### src/rtl/minigame_pkg.sv
// Shared types and default constants for the minigame round controller.
// Imported by the controller and any other game block that needs them.
package minigame_pkg;

   typedef enum logic [2:0] {
      S_IDLE,
      S_ARM,
      S_PLAY,
      S_RESULT,
      S_COOL
   } state_e;

   localparam int unsigned DEF_CLK_DIV        = 50000;
   localparam int unsigned DEF_TIMEOUT_TICKS  = 1000;
   localparam int unsigned DEF_COOLDOWN_TICKS = 100;
   localparam int unsigned DEF_SCORE_W        = 8;

endpackage

### src/rtl/minigame_if.sv
// Round-control bundle between a host/minigame and minigame_ctrl.
// The controller takes the slave view; the host side takes master.
interface minigame_if #(
   parameter int unsigned SCORE_W = 8
) ();

   logic               start;
   logic               abort;
   logic               mg_done;
   logic               mg_enable;
   logic               busy;
   logic               result_valid;
   logic               result_win;
   logic [SCORE_W-1:0] score;
   logic [SCORE_W-1:0] losses;

   modport master (
      output start, abort, mg_done,
      input  mg_enable, busy, result_valid,
      input  result_win, score, losses
   );

   modport slave (
      input  start, abort, mg_done,
      output mg_enable, busy, result_valid,
      output result_win, score, losses
   );

endinterface

### src/rtl/mg_tick_gen.sv
// Game-tick prescaler: counts 0..CLK_DIV-1, pulses tick at the top.
// clr restarts the count from zero on the next cycle.
module mg_tick_gen #(
   parameter int unsigned CLK_DIV = 50000
) (
   input  logic MCLK,
   input  logic RESET,
   input  logic clr,
   output logic tick
);

   localparam int unsigned W = $clog2(CLK_DIV);
   localparam logic [W-1:0] LAST = W'(CLK_DIV - 1);

   logic [W-1:0] cnt_q, cnt_d;

   always_comb begin
      cnt_d = cnt_q + 1'b1;
      if (clr || cnt_q == LAST) cnt_d = '0;
   end

   assign tick = (cnt_q == LAST);

   always_ff @(posedge MCLK or posedge RESET) begin
      if (RESET) cnt_q <= '0;
      else       cnt_q <= cnt_d;
   end

endmodule

### src/rtl/minigame_ctrl.sv
// Minigame round controller: IDLE -> ARM -> PLAY -> RESULT -> COOLDOWN,
// with tick-based timeout/cooldown and saturating win/loss counters.
module minigame_ctrl
   import minigame_pkg::*;
#(
   parameter int unsigned CLK_DIV        = DEF_CLK_DIV,
   parameter int unsigned TIMEOUT_TICKS  = DEF_TIMEOUT_TICKS,
   parameter int unsigned COOLDOWN_TICKS = DEF_COOLDOWN_TICKS,
   parameter int unsigned SCORE_W        = DEF_SCORE_W
) (
   input  logic       MCLK,
   input  logic       RESET,
   minigame_if.slave  bus
);

   localparam int unsigned TMAX =
      (TIMEOUT_TICKS > COOLDOWN_TICKS) ? TIMEOUT_TICKS : COOLDOWN_TICKS;
   localparam int unsigned TW = $clog2(TMAX + 1);
   localparam logic [TW-1:0] T_LAST = TW'(TIMEOUT_TICKS - 1);
   localparam logic [TW-1:0] C_LAST = TW'(COOLDOWN_TICKS - 1);
   localparam logic [SCORE_W-1:0] SAT = '1;

   state_e             state_q, state_d;
   logic [TW-1:0]      tcnt_q, tcnt_d;
   logic [SCORE_W-1:0] score_q, score_d;
   logic [SCORE_W-1:0] loss_q, loss_d;
   logic               win_q, win_d;
   logic               en_q, busy_q, rv_q;
   logic               tick, clr;

   mg_tick_gen #(.CLK_DIV(CLK_DIV)) u_tick (
      .MCLK  (MCLK),
      .RESET (RESET),
      .clr   (clr),
      .tick  (tick)
   );

   always_comb begin
      state_d = state_q;
      win_d   = win_q;
      score_d = score_q;
      loss_d  = loss_q;
      tcnt_d  = tick ? tcnt_q + 1'b1 : tcnt_q;
      unique case (state_q)
         S_IDLE: if (bus.start) state_d = S_ARM;
         S_ARM:  state_d = bus.abort ? S_IDLE : S_PLAY;
         S_PLAY: begin
            // abort beats done, and done beats a same-cycle timeout
            if (bus.abort) begin
               state_d = S_IDLE;
            end else if (bus.mg_done) begin
               state_d = S_RESULT;
               win_d   = 1'b1;
               if (score_q != SAT) score_d = score_q + 1'b1;
            end else if (tick && tcnt_q == T_LAST) begin
               state_d = S_RESULT;
               win_d   = 1'b0;
               if (loss_q != SAT) loss_d = loss_q + 1'b1;
            end
         end
         S_RESULT: state_d = S_COOL;
         S_COOL: if (tick && tcnt_q == C_LAST) state_d = S_IDLE;
         default: state_d = S_IDLE;
      endcase
      clr = (state_d == S_PLAY && state_q != S_PLAY) ||
            (state_d == S_COOL && state_q != S_COOL);
      if (clr) tcnt_d = '0;
   end

   always_ff @(posedge MCLK or posedge RESET) begin
      if (RESET) begin
         state_q <= S_IDLE;
         tcnt_q  <= '0;
         score_q <= '0;
         loss_q  <= '0;
         win_q   <= 1'b0;
         en_q    <= 1'b0;
         busy_q  <= 1'b0;
         rv_q    <= 1'b0;
      end else begin
         state_q <= state_d;
         tcnt_q  <= tcnt_d;
         score_q <= score_d;
         loss_q  <= loss_d;
         win_q   <= win_d;
         en_q    <= (state_d == S_PLAY);
         busy_q  <= (state_d != S_IDLE);
         rv_q    <= (state_d == S_RESULT);
      end
   end

   assign bus.mg_enable    = en_q;
   assign bus.busy         = busy_q;
   assign bus.result_valid = rv_q;
   assign bus.result_win   = win_q;
   assign bus.score        = score_q;
   assign bus.losses       = loss_q;

endmodule

### src/flat_wrapper.sv
// flat-port wrapper written by rule: the top's interface ports become plain ports
module minigame_ctrl_flat import minigame_pkg::*;
#(
   parameter int unsigned CLK_DIV        = DEF_CLK_DIV,
   parameter int unsigned TIMEOUT_TICKS  = DEF_TIMEOUT_TICKS,
   parameter int unsigned COOLDOWN_TICKS = DEF_COOLDOWN_TICKS,
   parameter int unsigned SCORE_W        = DEF_SCORE_W
)
  (MCLK, RESET, bus_start, bus_abort, bus_mg_done, bus_mg_enable, bus_busy, bus_result_valid, bus_result_win, bus_score, bus_losses);
  minigame_if #(.SCORE_W(SCORE_W)) bus_i ();
  input  logic MCLK;
  input  logic RESET;
  input wire logic [$bits(bus_i.start)-1:0] bus_start;
  input wire logic [$bits(bus_i.abort)-1:0] bus_abort;
  input wire logic [$bits(bus_i.mg_done)-1:0] bus_mg_done;
  output wire logic [$bits(bus_i.mg_enable)-1:0] bus_mg_enable;
  output wire logic [$bits(bus_i.busy)-1:0] bus_busy;
  output wire logic [$bits(bus_i.result_valid)-1:0] bus_result_valid;
  output wire logic [$bits(bus_i.result_win)-1:0] bus_result_win;
  output wire logic [$bits(bus_i.score)-1:0] bus_score;
  output wire logic [$bits(bus_i.losses)-1:0] bus_losses;
  assign bus_i.start = bus_start;
  assign bus_i.abort = bus_abort;
  assign bus_i.mg_done = bus_mg_done;
  assign bus_mg_enable = bus_i.mg_enable;
  assign bus_busy = bus_i.busy;
  assign bus_result_valid = bus_i.result_valid;
  assign bus_result_win = bus_i.result_win;
  assign bus_score = bus_i.score;
  assign bus_losses = bus_i.losses;
  minigame_ctrl #(.CLK_DIV(CLK_DIV), .TIMEOUT_TICKS(TIMEOUT_TICKS), .COOLDOWN_TICKS(COOLDOWN_TICKS), .SCORE_W(SCORE_W)) u_core (.MCLK(MCLK), .RESET(RESET), .bus(bus_i));
endmodule
### config.mk
export PLATFORM = sky130hd
export DESIGN_NAME = minigame_ctrl_flat
export DESIGN_NICKNAME = d
export VERILOG_FILES = /design/src/rtl/minigame_pkg.sv /design/src/rtl/minigame_if.sv /design/src/rtl/mg_tick_gen.sv /design/src/rtl/minigame_ctrl.sv /design/src/flat_wrapper.sv
export SDC_FILE = /design/constraint.sdc
export NUM_CORES = 1
export LEC_CHECK = 0
export CORE_MARGIN = 5
export CORE_UTILIZATION = 50
export DETAILED_ROUTE_END_ITERATION = 8
export PLACE_DENSITY = 0.72
export SLEW_MARGIN = 10
export SYNTH_ARGS = -nofsm -noshare
export SYNTH_HDL_FRONTEND = slang
export SYNTH_SLANG_ARGS = --single-unit
### constraint.sdc
create_clock -name MCLK -period 2 [get_ports MCLK]
set_input_delay 0.4 -clock MCLK [delete_from_list [all_inputs] [get_ports MCLK]]
set_output_delay 0.4 -clock MCLK [all_outputs]
set_load 0.05 [all_outputs]
==> metrics.csv, run 1 <==
metric;value;unit
number_of_enable_flip_flop_cells_after_synthesis;0;
worstPathMaxFanout;4;
dp_slack;-170;ps
final_util;64.6;%
drt-vias-per-instance;5.37;
post-synth-top-area-cell;dfrtp_1;
fraction_of_final_layout_cells_with_drive_strength_greater_than_1;17.6;%
yosys_most_used_dff;dfrtp_1;
clock_latency_on_the_worst_skew_pair;300;ps
synth.yosys.warnings;0;
boundaryPins;25;
synth_top_cell_area_share;52.1;%
global_route.overflow_total;0;
fin_nets;275;
first_global_vias;1718;
dr.pass1.iters;4;
worstMarginPinSlew;509;ps
worstPathRequired;1600;ps
dpl.hpwl;3260;um
holdCritPathClass;input port to asynchronous set/reset pin;
critPathCaptureType;primary output;
clock_path_buffers;2;
postSynthNetCount;226;
setup_viol_count_final;0;
critical_path_cell_count;1;
antenna_left;0;
clk_root_buffer_cell;clkbuf_8;
first_pass_grt_wire_length;7840;um
r2r_cells;6;
setup_slack;47.3;ps
slew_viol_final;0;
portBuffers;24;
tritoncts;yes;
irDropWorstVdd;0.558;mV
die-height;78.6;um
drt_iter0_drc;80;
clock_sink_count;49;
grt_antenna_before_repair;0;
leading_cell_types_by_total_area_after_synthesis;dfrtp_1 (52%), xor2_1 (7.4%), xnor2_1 (6.7%);
fin_worst_skew;10.3;ps
hold_viol;0;
syn_avg_cell_area;10.8;um^2
timing.critical_path.slowest_cell_delay;830;ps
dpl_cell_area;0.00277;mm^2
rsz0062_at_grt;false;
fillers;396;
detail_route.wirelength;4590;um
slew-limit-headroom;66.0;%
clkTransAtPathRegs;90;ps
effective_utilization_at_floorplan;50.8;%
die_span_x;78.6;um
yosysMostFrequentCell;dfrtp_1;
layout_min_cycle_time;1950;ps
fp.dieArea;0.00618;mm^2
synth_seq_area_share;52.1;%
largest_net_degree_at_the_start_of_global_routing;32;
timing.fmax;512;MHz
finalInstanceArea;0.00299;mm^2
count_of_different_cell_masters_after_synthesis;39;
numCtsBuffers;5;
vias;1723;
post-route-period-util;97.6;%
async_sr_flop_fraction;100;%
cp.buffers_inverters;1;
timing.critical_path.cells;clkdlybuf4s50_1;
post_drt_wl_per_cell;14.3;um
post_synth_instance_area;0.00235;mm^2
status;finished clean;
cp.arrival;1550;ps
placement_rows;25;
post_synth_most_frequent_cells;dfrtp_1 (49), nor2_1 (34), xor2_1 (20), nand2_1 (18), xnor2_1 (18);
grt.total_usage;15.9;%
yosys_register_bits;49;
cts_htree_levels;2;
core;0.00463;mm^2
crit_path_top_delay_cell;clkdlybuf4s50_1;
setup.worst_path.start_class;flip-flop;
postSynthCellCount;217;
gpl.final_weighted_congestion;0.797;
leakage_power;1.50;nW
drv.max_cap_violation_count;0;
crit_type;flip-flop to primary output;
num_antenna_cells;0;
drc_errors;0;
power.density_cell_area;962;mW/mm^2
area_growth_syn_to_layout;27.1;%
holdBufCountCts;0;
cp_top_delay_family;buffers and inverters;
[worst paths after layout]
check	start	to	slack, ps
setup / recovery	u_core.bus.score[5]	bus_score[5]	50
hold / removal	RESET	u_core.bus.score[4]	400
setup reg to reg	u_core.u_tick.cnt_q[1]	u_core.bus.busy	180
hold reg to reg	u_core.bus.losses[6]	u_core.bus.losses[6]	490
max in group asynchronous	RESET	u_core.state_q[0]	1090
min in group MCLK	u_core.bus.losses[6]	u_core.bus.losses[6]	490
[metal layers]
layer | global-route usage [%] | wire (um) | share of wire [%] | vias to the layer above
met3 | 4.01 | 176 | 3.8 | 4
met2 | 27.5 | 2300 | 50 | 24
met4 | 4.72 | 34 | 0.74 | 0
met5 | 0 | 0 | 0 | -
li1 | - | - | - | 848
met1 | 19.6 | 2080 | 45 | 847
[cell families (layout without fill, tap and decap cells)]
logic type / Yosys count / after routing / synth area share [%]
buf+inv: 7 / 57 / 1.49
simple gates: 111 / 111 / 27.2
fa+ha+maj: 4 / 4 / 2.13
xor+xnor: 38 / 38 / 14.1
mux: 2 / 2 / 0.957
compound gates: 6 / 6 / 1.97
flops: 49 / 49 / 52.1
[flip-flops by register name, indices dropped and copies added, names as in the netlist]
register                 flops
u_core.u_tick.cnt_q         16
u_core.tcnt_q               10
u_core.bus.losses            8
u_core.bus.score             8
u_core.state_q               3
u_core.bus.busy              1
u_core.bus.mg_enable         1
u_core.bus.result_valid      1
u_core.bus.result_win        1
[power by group]
group          switching, mW  internal, mW  total (mW)  leakage (nW)
clock                  0.335         0.503       0.839        0.0687
sequential             0.132          1.12        1.25         0.665
combinational          0.454         0.332       0.786         0.767
total                  0.921          1.95        2.88          1.50
[stage by stage]
stage | setup TNS (ps) | std cells | hold WS [ps] | total power, mW
after floorplan | 0 | 217 | 485 | 1.74
after global placement | -437 | 307 | 472 | 2.02
after detailed placement | -866 | 307 | 468 | 2.04
after CTS | 0 | 315 | 403 | 2.88
after global routing | 0 | 321 | 426 | 3.04
final | 0 | 321 | 402 | 2.88
[layout make-up]
type | instances | area, um^2 | share of cell area, %
sequential | 49 | 1230 | 41.0
multi-input combinational | 161 | 1110 | 37.2
timing repair buffer | 45 | 429 | 14.4
clock buffer | 5 | 68.8 | 2.30
clock inverter | 3 | 68.8 | 2.30
tap | 54 | 67.6 | 2.26
inverter | 4 | 15.0 | 0.502
[repair_timing]
item,in CTS,in global routing
buffers inserted,0,6
setup endpoints to repair,0,8
gates resized for setup,0,12
[placed cells by master (no fill, tap or decap), drive strengths merged, types with 2 or more instances in the layout]
master | Yosys | layout
buf | 2 | 25
clkdlybuf4s50 | 0 | 15
nor2 | 34 | 34
inv | 4 | 5
and2 | 2 | 2
nor3 | 3 | 3
and3 | 6 | 6
clkbuf | 1 | 5
nand4 | 13 | 13
mux2 | 2 | 2
nand3 | 12 | 12
nand2b | 2 | 2
dfrtp | 49 | 49
nor2b | 2 | 2
xor2 | 20 | 20
ha | 4 | 4
nand2 | 19 | 19
nor4b | 3 | 3
bufinv | 0 | 2
and4 | 6 | 6
xnor2 | 18 | 18
and4bb | 2 | 2
dlymetal6s2s | 0 | 5
No activity file was read; power rests on OpenSTA's default activity.
==> run 2, diff against run 1 <==
CORE_UTILIZATION = 56   (was 50)
PLACE_DENSITY = 0.76   (was 0.72)
clock period = 1.9 ns   (was 2 ns; I/O delays follow)
==> metrics.csv, run 2 (synthesis gave the netlist of run 1 again) <==
metric;value;unit
slew-limit-headroom;65.7;%
setup-tns-final;0;ps
global_route.overflow_total;0;
post-route-period-util;96.4;%
timing.fmax;546;MHz
tritoncts;yes;
largest_reg_flops;16;
worstMarginPinSlew;512;ps
clock_sink_count;49;
clock_path_buffers;2;
power.density_cell_area;934;mW/mm^2
dp_slack;-238;ps
die-height;74.8;um
portBuffers;24;
first_global_vias;1792;
mostFrequentLayoutCell;buf_4;
cp.arrival;1450;ps
regMostFlops;u_core.u_tick.cnt_q;
status;finished clean;
cp_top_delay_family;buffers and inverters;
r2r_cells;6;
post_drt_wl_per_cell;14.2;um
fraction_of_final_layout_cells_with_drive_strength_greater_than_1;26.1;%
setup.worst_path.start_class;flip-flop;
cts_htree_levels;2;
dpl.hpwl;3350;um
grt.total_usage;19.1;%
irDropWorstVdd;0.679;mV
dr.pass1.iters;4;
critical_path_cell_count;1;
largest_net_degree_at_the_start_of_global_routing;50;
holdCritPathClass;input port to asynchronous set/reset pin;
clkTransAtPathRegs;90;ps
timing.critical_path.slowest_cell_delay;810;ps
grt_antenna_before_repair;0;
crit_path_top_delay_cell;clkdlybuf4s50_1;
gpl.final_weighted_congestion;0.802;
antenna_left;0;
fin_nets;288;
clk_root_buffer_cell;clkbuf_8;
vias;1766;
timing.critical_path.cells;clkdlybuf4s50_1;
worstPathMaxFanout;1;
crit_type;flip-flop to primary output;
drc_errors;0;
drt-vias-per-instance;5.35;
setup_viol_count_final;0;
fp.dieArea;0.00560;mm^2
drt_iter0_drc;104;
layout.cells.most_common_list;buf_4 (48), dfrtp_1 (45), nor2_1 (34), xor2_1 (20);
critPathCaptureType;primary output;
layout_min_cycle_time;1830;ps
leakage_power;1.49;nW
hold_viol;0;
clock_latency_on_the_worst_skew_pair;300;ps
placement_rows;23;
slew_viol_final;0;
boundaryPins;25;
die_span_x;74.8;um
dpl_cell_area;0.00282;mm^2
fin_worst_skew;5.47;ps
setup_slack;67.6;ps
worstPathRequired;1520;ps
core;0.00403;mm^2
effective_utilization_at_floorplan;58.4;%
reg_top3;u_core.u_tick.cnt_q: 16 flops, u_core.tcnt_q: 10 flops;
first_pass_grt_wire_length;8080;um
area_growth_syn_to_layout;26.5;%
finalInstanceArea;0.00298;mm^2
num_antenna_cells;0;
drv.max_cap_violation_count;0;
cp.buffers_inverters;1;
rsz0062_at_grt;true;
numCtsBuffers;5;
detail_route.wirelength;4690;um
[run 2: changes by cell type in the layout (fill, tap and decap cells not counted), sizes merged]
| cell | previous run | this run |
|---|---|---|
| clkbuf | 5 | 7 |
| buf | 25 | 50 |
| bufinv | 2 | 0 |
| inv | 5 | 4 |
| clkinvlp | 0 | 1 |
| clkdlybuf4s50 | 15 | 6 |
| dlymetal6s2s | 5 | 2 |
[run 2: path summary, 6_finish.rpt]
kind	start	slack, ps	to
min reg2reg	u_core.bus.losses[0]	490	u_core.bus.losses[0]
min	RESET	420	u_core.bus.losses[0]
max in group asynchronous	RESET	1250	u_core.u_tick.cnt_q[7]
max reg2reg	u_core.tcnt_q[4]	80	u_core.bus.losses[1]
min in group MCLK	u_core.bus.losses[0]	490	u_core.bus.losses[0]
max	u_core.bus.mg_enable	70	bus_mg_enable
[run 2: final cells by class]
class	count	area (um^2)
flip-flops and latches	49	1230
multi-input cells	161	1110
fillers	286	1050
repair buffers	58	477
clock buffers	7	76.3
well taps	50	62.6
inverters	4	15.0
clock inverters	1	7.51
[run 2: what timing repair did]
action                     4_1_cts  5_1_grt
hold buffers                     0        0
gates resized for setup          0        8
setup endpoints to repair        0        9
buffers inserted                 0        6
[run 2: where the power goes]
part | total [mW] | leakage, nW | switching [mW] | internal [mW]
Clock | 0.612 | 0.0385 | 0.350 | 0.261
Combinational | 0.873 | 0.795 | 0.515 | 0.357
Sequential | 1.30 | 0.659 | 0.119 | 1.18
Total | 2.78 | 1.49 | 0.985 | 1.79
[run 2: routing by layer]
layer  global-route usage, %  up-vias  part of all wire, %
met1                    25.3      855                   48
met4                    7.31        0                  1.6
li1                        -      874                    -
met2                    30.6       28                   47
met5                       0        -                    0
met3                    4.41        9                  2.8
[run 2: per-stage QoR]
stage / power [mW] / std cells / hold WS (ps) / utilization, %
final: 2.78 / 330 / 424 / 73.9
after global routing: 2.94 / 330 / 435 / 73.9
after CTS: 2.78 / 324 / 432 / 72.1
after detailed placement: 2.18 / 316 / 484 / 70.0
after global placement: 2.15 / 316 / 479 / 70.0
after floorplan: 1.83 / 217 / 465 / -
==> patch 1 (flow settings as in run 2) <==
The package constant `DEF_CLK_DIV` goes from 50000 to 25000.
--- a/src/rtl/minigame_pkg.sv
+++ b/src/rtl/minigame_pkg.sv
@@ -10,7 +10,7 @@
       S_COOL
    } state_e;
 
-   localparam int unsigned DEF_CLK_DIV        = 50000;
+   localparam int unsigned DEF_CLK_DIV        = 25000;
    localparam int unsigned DEF_TIMEOUT_TICKS  = 1000;
    localparam int unsigned DEF_COOLDOWN_TICKS = 100;
    localparam int unsigned DEF_SCORE_W        = 8;
Behaviour: same outputs for any inputs over 10 cycles, from zero or initial values and one cycle with RESET high; that may be too few to reach the edited logic, so the function may still have changed.
==> patch 1 against run 2 <==
The flow now finishes with violations (setup timing). Area after synthesis decreased by 1.5%. Sequential cell count is 1 lower. Wire length decreased by 3.7%. Final area down 3.3%. Power decreased by 0.44%. Setup slack worse by 0.078 ns. Die area is 1.3% lower. Non-clock buffer count down 12. Critical endpoint is now u_core.bus.losses[7]. Largest cell class unchanged. Largest power group unchanged.
==> patch 1: results <==
metrics = {
    "critical_path": {
        "worstSetupPathType": "flip-flop to flip-flop",
        "critPathArrivalTime_ns": 2.13,
        "reg2regPathDepth": 5,
        "critical_path.slowest_cell": "or3_4",
        "worstReg2RegStart": "u_core.u_tick.cnt_q[4]",
        "cp_max_fo": 5,
        "cpLargestDelayFamily": "simple AND/OR/NAND/NOR gates",
    },
    "sta": {
        "finalClockSkew_ns": 0.003629,
        "fin_ws_ns": -0.01013,
        "slew_headroom": 0.6656,
        "setup_violations": 2,
    },
    "cells_and_area": {
        "post-route-util": 0.7197,
        "inverters": 7,
        "largestRegisters": "u_core.u_tick.cnt_q x15, u_core.tcnt_q x10",
        "buffers_excl_clock": 46,
        "comb.multi_input.count": 159,
    },
    "drt": {
        "vias": 1731,
        "dr.first_iter.drc_count": 51,
        "wl_per_cell_um": 14.25,
    },
    "power": {
        "p_leak_nw": 1.436,
        "pwr_density_cell_nw_per_um2": 961.2,
        "ir_drop_uv": 643.8,
        "p_sw_frac": 0.3406,
    },
    "synthesis": {
        "syn_area_per_cell_um2": 10.73,
        "synthTopCellsByArea": "dfrtp_1 52%, xnor2_1 6.8%, xor2_1 6.8%",
        "synth_fp_nets": 225,
    },
    "placed_design": {
        "dp.cells": 306,
    },
    "global_routing": {
        "grt_use_total": 0.1835,
    },
    "run_status": {
        "status": "complete, but fails checks",
        "violations": "setup timing",
    },
}
-- patch 1: per-layer routing --
metal / track usage / vias up / routed length (um)
met5: 0 / - / 0
met4: 0.07115 / 0 / 100
met3: 0.04054 / 12 / 209
met2: 0.3120 / 33 / 2265
met1: 0.2288 / 843 / 1941
li1: - / 843 / -
-- patch 1: logic make-up (layout without fill, tap and decap cells) --
| family | after synthesis | count (layout) | synth area share |
|---|---|---|---|
| and+or+nand+nor | 111 | 111 | 0.2802 |
| DFF | 48 | 48 | 0.5184 |
| xor gates and xnor gates | 36 | 36 | 0.1361 |
| buffers and inverters | 9 | 60 | 0.01512 |
| AOI/OAI and AO/OA | 6 | 6 | 0.01944 |
| adders and majority gates | 4 | 4 | 0.02160 |
| muxes | 2 | 2 | 0.009179 |
-- patch 1: repair_timing --
| item | CTS | global route |
|---|---|---|
| hold buffers | 0 | 0 |
| setup buffers | 2 | 2 |
| resized for setup | 3 | 4 |
| cloned | 0 | 0 |
| pin swaps | 5 | 6 |
| setup endpoints to repair | 2 | 12 |
==> patch 2 (settings of run 2) <==
Made on the original files. The 5 states of `state_e` get a one-hot encoding in 5 bits.
--- a/src/rtl/minigame_pkg.sv
+++ b/src/rtl/minigame_pkg.sv
@@ -2,12 +2,12 @@
 // Imported by the controller and any other game block that needs them.
 package minigame_pkg;
 
-   typedef enum logic [2:0] {
-      S_IDLE,
-      S_ARM,
-      S_PLAY,
-      S_RESULT,
-      S_COOL
+   typedef enum logic [4:0] {
+      S_IDLE   = 5'b00001,
+      S_ARM    = 5'b00010,
+      S_PLAY   = 5'b00100,
+      S_RESULT = 5'b01000,
+      S_COOL   = 5'b10000
    } state_e;
 
    localparam int unsigned DEF_CLK_DIV        = 50000;
Check against the original RTL: same outputs for any inputs over 10 cycles, from zero or initial values and one cycle with RESET high; not proved beyond that.
==> patch 2 against run 2 <==
Power grew 8.1%. Via count grew 7.5%. Synthesized cell count is 17% higher. First-iteration DRC count down 31%. Setup slack worse by 0.00087 ns. Final area increased by 7.7%. Wire length is 5.4% higher. Area after synthesis increased by 12%. Sequential cell count is 2 higher. Combinational power is 2.7% lower. Hold slack gained 0.019 ns. Critical endpoint is now bus_result_valid. Largest power group unchanged.
==> patch 2: results <==
metrics = {
    "run_status": {
        "status": "finished clean",
    },
    "synthesis": {
        "synth_mux_area_frac": 0.01375,
        "synth-async-reset-ratio": 1.000,
        "synth_compound_area_frac": 0.03698,
        "synthTopCellsByArea": "dfrtp_1 47%, xnor2_1 6.3%, nor2_1 6.0%",
        "post_synth_fa_ha_maj_area_fraction": 0.01897,
        "synth_xor_area_frac": 0.1290,
        "synth_common_cells": "50 x dfrtp_1, 42 x nor2_1, 19 x xnor2_1",
        "synth.distinct_cells": 51,
        "yosysSeqAreaShare": 0.4841,
        "synth_fp_nets": 263,
        "syn_area_per_cell_um2": 10.39,
    },
    "drt": {
        "wl_per_cell_um": 13.84,
        "dr.first_iter.drc_count": 72,
        "vias": 1898,
    },
    "cells_and_area": {
        "drive_gt1_frac": 0.2574,
        "nets": 311,
        "regArea_um2": 1280,
        "final_cells": 357,
        "fill_cells": 365,
        "diodes": 0,
        "largestRegisters": "u_core.u_tick.cnt_q x16, u_core.tcnt_q x10",
    },
    "sta": {
        "finalClockSkew_ns": 0.005972,
        "worst_pin_slew_ns": 0.5074,
    },
    "clocking": {
        "insertion_delay_ns": 0.30,
        "htreeDepth": 2,
        "cts_setup_buffers": 0,
        "cts_made_buffers": 5,
        "clk_pin_slew_ns": 0.09,
    },
    "global_routing": {
        "grt_max_degree": 52,
        "grt_use_total": 0.1743,
        "grt_pass1_wl_mm": 8.597,
    },
    "critical_path": {
        "worstReg2RegStart": "u_core.u_tick.cnt_q[11]",
        "cp_max_fo": 1,
        "cp_slowest_stage_delay_ns": 0.81,
        "critPathArrivalTime_ns": 1.45,
        "critPathLaunch": "u_core.bus.result_valid",
        "cpLargestDelayFamily": "buffers and inverters",
    },
    "placed_design": {
        "post_dp_cell_area_um2": 3089,
        "dp_hpwl_mm": 3.476,
        "dp.cells": 349,
        "io_buffers": 24,
        "place.gp.congestion": 0.8310,
    },
    "power": {
        "ir_drop_uv": 823.1,
        "p_leak_nw": 1.531,
        "intPower_mw": 1.982,
    },
    "worst_hold_path": {
        "hp-class": "input port to asynchronous set/reset pin",
    },
}
-- patch 2: metrics by stage --
stage,setup slack [ns],TNS [ns]
floorplan,0.03571,0
global placement,-0.08288,-0.8085
detailed placement,-0.1460,-1.054
CTS,0.008884,0
global route,-0.04934,-0.2712
finish,0.06674,0
-- patch 2: area by class of cell --
class,count,area share
multi-input cells,185,0.4058
repair buffers,51,0.1369
clock inverters,2,0.005072
flip-flops and latches,51,0.3991
well taps,54,0.02107
inverters,8,0.009364
clock buffers,6,0.02263
-- patch 2: path summary, 6_finish.rpt --
path                                           to  slack, ns  depth (start not counted)
max reg2reg                  u_core.bus.losses[6]       0.07                          6
min                        u_core.u_tick.cnt_q[1]       0.44                          3
min in group MCLK             u_core.bus.score[4]       0.51                          1
max                              bus_result_valid       0.07                          1
min reg2reg                   u_core.bus.score[4]       0.51                          1
max in group asynchronous       u_core.state_q[0]       1.17                          3
-- patch 2: power groups by stage --
stage / logic [mW] / registers (mW) / clock network [mW]
detailed placement: 0.837 / 1.55 / 0
global route: 0.950 / 1.57 / 0.707
CTS: 0.844 / 1.53 / 0.644
global placement: 0.809 / 1.54 / 0
finish: 0.849 / 1.53 / 0.623
floorplan: 0.520 / 1.58 / 0
-- patch 2: metal layers --
layer / up-vias / wire length (um) / track usage / share of wire
li1: 962 / - / - / -
met1: 904 / 2391 / 0.2398 / 0.48
met2: 24 / 2354 / 0.2666 / 0.48
met3: 8 / 149 / 0.04702 / 0.030
met4: 0 / 45 / 0.05769 / 0.0091
met5: - / 0 / 0 / 0
-- patch 2: what timing repair did --
item | 4_1_cts | 5_1_grt
pin swaps | 1 | 6
gates cloned | 0 | 0
resized for setup | 0 | 7
endpoints found under the setup margin | 2 | 10
